## src/rtl/punc_debug_scanner.sv

```systemverilog
`default_nettype none
// ============================================================================
//  Module   : punc_debug_scanner
//  Purpose  : Walks the PUnC debug ports on a start pulse and emits a snapshot
//             stream (PC, every register-file entry, then a window of memory
//             words) on a valid/ready port. Holds the core while scanning.
//  Revision : 1.0 - initial release
// ============================================================================
module punc_debug_scanner #(
    parameter int RF_WORDS = 8,
    parameter int AW       = 16,
    parameter int DW       = 16
) (
    input  logic          clk,
    input  logic          rst,
    input  logic          start,
    input  logic [AW-1:0] mem_base,
    input  logic [15:0]   mem_count,
    output logic [AW-1:0] mem_debug_addr,
    output logic [2:0]    rf_debug_addr,
    input  logic [DW-1:0] mem_debug_data,
    input  logic [DW-1:0] rf_debug_data,
    input  logic [DW-1:0] pc_debug_data,
    output logic          out_valid,
    input  logic          out_ready,
    output logic [DW-1:0] out_data,
    output logic [1:0]    out_tag,
    output logic [15:0]   out_idx,
    output logic          out_last,
    output logic          busy,
    output logic          core_hold,
    output logic          done
);

    // Controller states
    localparam logic [1:0] c_ST_IDLE = 2'd0;
    localparam logic [1:0] c_ST_CAP  = 2'd1;
    localparam logic [1:0] c_ST_HOLD = 2'd2;
    localparam logic [1:0] c_ST_FIN  = 2'd3;

    // Snapshot phases; encoding doubles as the stream tag
    localparam logic [1:0] c_PH_PC  = 2'd0;
    localparam logic [1:0] c_PH_RF  = 2'd1;
    localparam logic [1:0] c_PH_MEM = 2'd2;

    localparam logic [2:0] c_RF_LAST = 3'(RF_WORDS - 1);

    logic [1:0]    r_state;
    logic [1:0]    w_state_nxt;
    logic [1:0]    r_phase;
    logic [2:0]    r_rf_addr;
    logic [AW-1:0] r_mem_addr;
    logic [15:0]   r_remaining;
    logic          r_out_valid;
    logic [DW-1:0] r_out_data;
    logic [1:0]    r_out_tag;
    logic [15:0]   r_out_idx;
    logic          r_out_last;

    logic          w_hs;
    logic          w_rf_last;
    logic          w_seq_end;
    logic [DW-1:0] w_sel_data;
    logic [15:0]   w_sel_idx;

    assign w_hs      = (r_state == c_ST_HOLD) && r_out_valid && out_ready;
    assign w_rf_last = (r_rf_addr == c_RF_LAST);

    // The current word is the final one of the snapshot
    assign w_seq_end = ((r_phase == c_PH_RF)  && w_rf_last && (r_remaining == 16'd0)) ||
                       ((r_phase == c_PH_MEM) && (r_remaining == 16'd1));

    // Data and index of the word selected by the current phase
    always_comb begin
        w_sel_data = pc_debug_data;
        w_sel_idx  = 16'd0;
        case (r_phase)
            c_PH_RF: begin
                w_sel_data = rf_debug_data;
                w_sel_idx  = {13'd0, r_rf_addr};
            end
            c_PH_MEM: begin
                w_sel_data = mem_debug_data;
                w_sel_idx  = 16'(r_mem_addr);
            end
            default: begin
                w_sel_data = pc_debug_data;
                w_sel_idx  = 16'd0;
            end
        endcase
    end

    // State register
    always_ff @(posedge clk or posedge rst) begin
        if (rst) r_state <= c_ST_IDLE;
        else     r_state <= w_state_nxt;
    end

    // Next-state logic
    always_comb begin
        w_state_nxt = r_state;
        case (r_state)
            c_ST_IDLE: if (start) w_state_nxt = c_ST_CAP;
            c_ST_CAP:  w_state_nxt = c_ST_HOLD;
            c_ST_HOLD: if (w_hs) w_state_nxt = w_seq_end ? c_ST_FIN : c_ST_CAP;
            c_ST_FIN:  w_state_nxt = c_ST_IDLE;
            default:   w_state_nxt = c_ST_IDLE;
        endcase
    end

    // State-decoded outputs
    always_comb begin
        busy      = (r_state != c_ST_IDLE);
        core_hold = (r_state != c_ST_IDLE);
        done      = (r_state == c_ST_FIN);
    end

    // Sequence pointers and registered stream word
    always_ff @(posedge clk or posedge rst) begin
        if (rst) begin
            r_phase     <= c_PH_PC;
            r_rf_addr   <= 3'd0;
            r_mem_addr  <= '0;
            r_remaining <= 16'd0;
            r_out_valid <= 1'b0;
            r_out_data  <= '0;
            r_out_tag   <= 2'd0;
            r_out_idx   <= 16'd0;
            r_out_last  <= 1'b0;
        end else begin
            case (r_state)
                c_ST_IDLE: begin
                    if (start) begin
                        r_phase     <= c_PH_PC;
                        r_rf_addr   <= 3'd0;
                        r_mem_addr  <= mem_base;
                        r_remaining <= mem_count;
                    end
                end
                c_ST_CAP: begin
                    r_out_data  <= w_sel_data;
                    r_out_tag   <= r_phase;
                    r_out_idx   <= w_sel_idx;
                    r_out_last  <= w_seq_end;
                    r_out_valid <= 1'b1;
                end
                c_ST_HOLD: begin
                    if (w_hs) begin
                        r_out_valid <= 1'b0;
                        case (r_phase)
                            c_PH_PC: r_phase <= c_PH_RF;
                            c_PH_RF: begin
                                if (!w_rf_last)                r_rf_addr <= r_rf_addr + 3'd1;
                                else if (r_remaining != 16'd0) r_phase   <= c_PH_MEM;
                            end
                            c_PH_MEM: begin
                                // Address wraps naturally at the top of the space
                                r_mem_addr  <= r_mem_addr + AW'(1);
                                r_remaining <= r_remaining - 16'd1;
                            end
                            default: r_phase <= c_PH_PC;
                        endcase
                    end
                end
                default: ;
            endcase
        end
    end

    assign mem_debug_addr = r_mem_addr;
    assign rf_debug_addr  = r_rf_addr;
    assign out_valid      = r_out_valid;
    assign out_data       = r_out_data;
    assign out_tag        = r_out_tag;
    assign out_idx        = r_out_idx;
    assign out_last       = r_out_last;

endmodule
`default_nettype wire

```

## config.mk

```make
export PLATFORM = sky130hd
export DESIGN_NAME = punc_debug_scanner
export DESIGN_NICKNAME = d
export VERILOG_FILES = /design/src/rtl/punc_debug_scanner.sv
export SDC_FILE = /design/constraint.sdc
export NUM_CORES = 1
export LEC_CHECK = 0
export BUFFER_PORTS_ARGS = -buffer_cell sky130_fd_sc_hd__clkbuf_2
export CAP_MARGIN = 20
export CORE_MARGIN = 8
export CORE_UTILIZATION = 51
export DETAILED_ROUTE_END_ITERATION = 8
export GPL_TIMING_DRIVEN = 1
export MAX_ROUTING_LAYER = met4
export PLACE_DENSITY = 0.84
export SETUP_SLACK_MARGIN = 0.3
export SLEW_MARGIN = 30
export SYNTH_ARGS = -nofsm -noshare
export SYNTH_HDL_FRONTEND = slang
export SYNTH_SLANG_ARGS = --single-unit
```

## constraint.sdc

```tcl
create_clock -name clk -period 3.2 [get_ports clk]
set_input_delay 0.64 -clock clk [delete_from_list [all_inputs] [get_ports clk]]
set_output_delay 0.64 -clock clk [all_outputs]
set_load 0.03 [all_outputs]
```

==> impl_metrics.csv <==
group,metric,value,unit
routing,drt_iter0_drc,260,
floorplan,die_w,106.4,um
cells_and_area,num_antenna_cells,0,
yosys,synth-xor-area-share,0,%
global_route,antenna_found_initial,0,
place,placed_area,4940,um^2
timing,hold_viol,0,
yosys,ys_top_cells_by_area,"dfrtp_1 45%, nand2_1 8.7%, o21ai_0 8.3%, a22oi_1 4.0%, a21oi_1 3.7%",
timing,timing.fmax,448.1,MHz
yosys,synth.top_cell.area_share,45.03,%
cells_and_area,fill_cells,696,
run_status,status,"completed",
yosys,synth_compound_area_share,25.55,%
clock_tree,clk_latency,0.35,ns
clock_tree,cts-root-buf,"clkbuf_8",
yosys,ys_types,53,
setup_path,worstSetupEndpointType,"register",
timing,finalSetupViolCount,0,
floorplan,io_pins,142,
clock_tree,post_cts_buffers,0,
timing,finalCriticalPeriod,2.231,ns
yosys,synth-edff-count,0,
power,p_total,5.225,mW
setup_path,r2r-end,"r_remaining[15]$_DFFE_PP0P_",
yosys,yosysSeqAreaShare,45.03,%
clock_tree,clockBufferDepth,2,
timing,tns,0,ns
cells_and_area,design_area,5186,um^2
timing,rsz0062_at_grt,"no",
setup_path,rrSetupSlack,0.97,ns
yosys,synth_cells,491,
global_route,grt_pass1_vias,4063,
yosys,ys_ff_latch,75,
floorplan,die_area,11320,um^2
yosys,synth_top_family_by_area,"compound AO/OA/AOI/OAI gates",
min_path,min_path_type,"in -> async",
clock_tree,htree_levels,3,
clock_tree,clock-sinks,75,
yosys,syn-cell-area,4168,um^2
place,dp_cells,709,
setup_path,cp_max_fo,21,
timing,relSlewSlack,39.91,%
global_route,grt_max_degree,67,
clock_tree,cts_hold_buf,0,
place,place.gp.congestion,0.8687,
setup_path,reg2reg_from,"r_state[1]$_DFFE_PP0P_",
global_route,grt_pass1_wl,20290,um
global_route,overflow,0,
place,dp_hpwl,9131,um
timing,min_period_over_period,69.73,%
clock_tree,cts_tree,"built",
routing,ant_nets,0,
floorplan,initial_core_util,51.76,%
cells_and_area,final_cell_count_no_fill,725,
floorplan,num_rows,33,
timing,tightest_slew,0.9013,ns
yosys,yosys.area.top_type,"dfrtp_1",
yosys,synth_fp_nets,584,
setup_path,cp_data_required_time,3.47,ns
floorplan,core_region_area,8051,um^2
setup_path,cp-start-kind,"register",
clock_tree,cts.clk_slew.worst_paths,0.08,ns
setup_path,arrival,2.50,ns
clock_tree,post_cts_resize_count,0,
cells_and_area,area_growth,24.44,%
job,cap_violations,0,
yosys,synthMuxAreaShare,0.7505,%
routing,firstDrtPassIters,6,
timing,finalMaxSlewViolations,0,
cells_and_area,drive_above_1_share,28.87,%
setup_path,reg2reg_depth,5,
routing,num_vias,4283,
place,io_buffers,141,
power,irDropWorstVdd,0.4933,mV
cells_and_area,final_nets,708,
setup_path,path_class,"reg -> reg",
routing,routedWlPerCell,17.32,um
routing,drc,0,
power,p_per_area,1007,nW/um^2
yosys,yosysWarningCount,0,
routing,detail_route.vias_per_cell,5.908,
clock_tree,cts_buffers,9,
floorplan,dieHeight,106.4,um
yosys,async_reset_ff_share,100.0,%
yosys,avgSynthCellArea,8.488,um^2
yosys,synth_ff_type,"dfrtp_1",
yosys,synth-simple-area-share,21.56,%
yosys,yosys.area_share.adder,2.702,%
timing,finClkSkew,0.007966,ns
routing,routed_wirelength,12550,um
global_route,grt_use_total,22.56,%
power,p_leak,2.352,nW
layout make-up:
type / instances / area (um^2) / share of cell area, %
Tap cell: 105 / 131.4 / 2.533
Clock buffer: 11 / 141.4 / 2.726
Sequential cell: 75 / 1877 / 36.19
Multi-Input combinational cell: 369 / 2126 / 40.99
Clock inverter: 5 / 100.1 / 1.930
Timing Repair Buffer: 150 / 773.2 / 14.91
Inverter: 10 / 37.54 / 0.7238
flip-flops by register name (all words and copies together), names as in the netlist:
name and flops:
mem_debug_addr 16, out_data 16, out_idx 16, out_last 1
out_tag 2, out_valid 1, r_phase 2, r_remaining 16
r_state 2, rf_debug_addr 3
report_power, final:
part           leakage, nW  internal (mW)  switching, mW
combinational         1.30          0.822           1.68
sequential           0.932           1.32          0.511
clock                0.123          0.537          0.361
total                 2.35           2.68           2.55
cells by family (layout without fill, tap and decap cells):
kind of cell,count (synthesis),count (layout)
adders and majority gates,9,9
DFF,75,75
muxes,3,3
and+or+nand+nor,185,185
buffers and inverters,47,176
AOI/OAI and AO/OA,172,172
how the worst max path moves through the flow:
| stage | endpoint | startpoint | slack (ns) | depth (start not counted) |
|---|---|---|---|---|
| floorplan | mem_debug_addr[0]$_DFFE_PP0P_ | rst | 0.65 | 1 |
| global placement | mem_debug_addr[14]$_DFFE_PP0P_ | out_ready | 1.11 | 6 |
| detailed placement | r_remaining[15]$_DFFE_PP0P_ | out_ready | 0.96 | 6 |
| CTS | r_remaining[15]$_DFFE_PP0P_ | r_state[1]$_DFFE_PP0P_ | 1.00 | 5 |
| global route | r_remaining[15]$_DFFE_PP0P_ | r_phase[0]$_DFFE_PP0P_ | 0.80 | 7 |
| finish | r_remaining[15]$_DFFE_PP0P_ | r_state[1]$_DFFE_PP0P_ | 0.97 | 5 |
metal layers:
metal / up-vias / global-route usage (%) / share of wire, %
met1: 2024 / 28.11 / 42
li1: 2048 / - / -
met2: 185 / 35.48 / 49
met3: 26 / 3.932 / 6.3
met4: 0 / 9.648 / 2.7
met5: - / - / 0
synthesized netlist by cell type, types with 4 or more instances:
cell type / n
nor4_1: 6
o21ai_0: 69
or4_1: 4
nand2_1: 97
dfrtp_1: 75
a21oi_1: 31
nand4_1: 8
nand2b_1: 5
ha_1: 9
a2bb2oi_1: 11
o22ai_1: 13
clkbuf_1: 30
a22oi_1: 22
nor2_1: 14
nand3_1: 17
inv_1: 10
nor3_1: 9
placed cells by master, fill, tap and decap left out, types with 4 or more instances in the layout:
| cell | netlist | final |
|---|---|---|
| a21oi_1 | 31 | 30 |
| or4_1 | 4 | 4 |
| nand3_1 | 17 | 17 |
| buf_4 | 1 | 9 |
| clkbuf_2 | 0 | 141 |
| dfrtp_1 | 75 | 75 |
| nand2b_1 | 5 | 5 |
| inv_1 | 10 | 9 |
| nor2_1 | 14 | 14 |
| nand2_1 | 97 | 96 |
| ha_1 | 9 | 9 |
| a2bb2oi_1 | 11 | 11 |
| o22ai_1 | 13 | 13 |
| a22oi_1 | 22 | 22 |
| clkbuf_8 | 0 | 10 |
| nand4_1 | 8 | 8 |
| nor4_1 | 6 | 6 |
| nor3_1 | 9 | 9 |
| o21ai_0 | 69 | 69 |
per-stage QoR:
step                utilization, %  hold WS, ns  worst slack (ns)
global placement             61.35       0.4501             1.109
detailed placement           61.35       0.4632            0.9590
global route                 64.41       0.3504            0.8031
finish                       64.41       0.3119            0.9685
floorplan                        -       0.5075            0.6500
CTS                          64.35       0.3360             1.003
critical path: stages, from the launching register on:
cell       delay, ns
dfrtp_1         0.58
nand2b_1        0.35
a21oi_2         0.54
buf_4           0.35
o221ai_1        0.17
a2bb2oi_1       0.16
No activity file was read; power rests on OpenSTA's default activity.
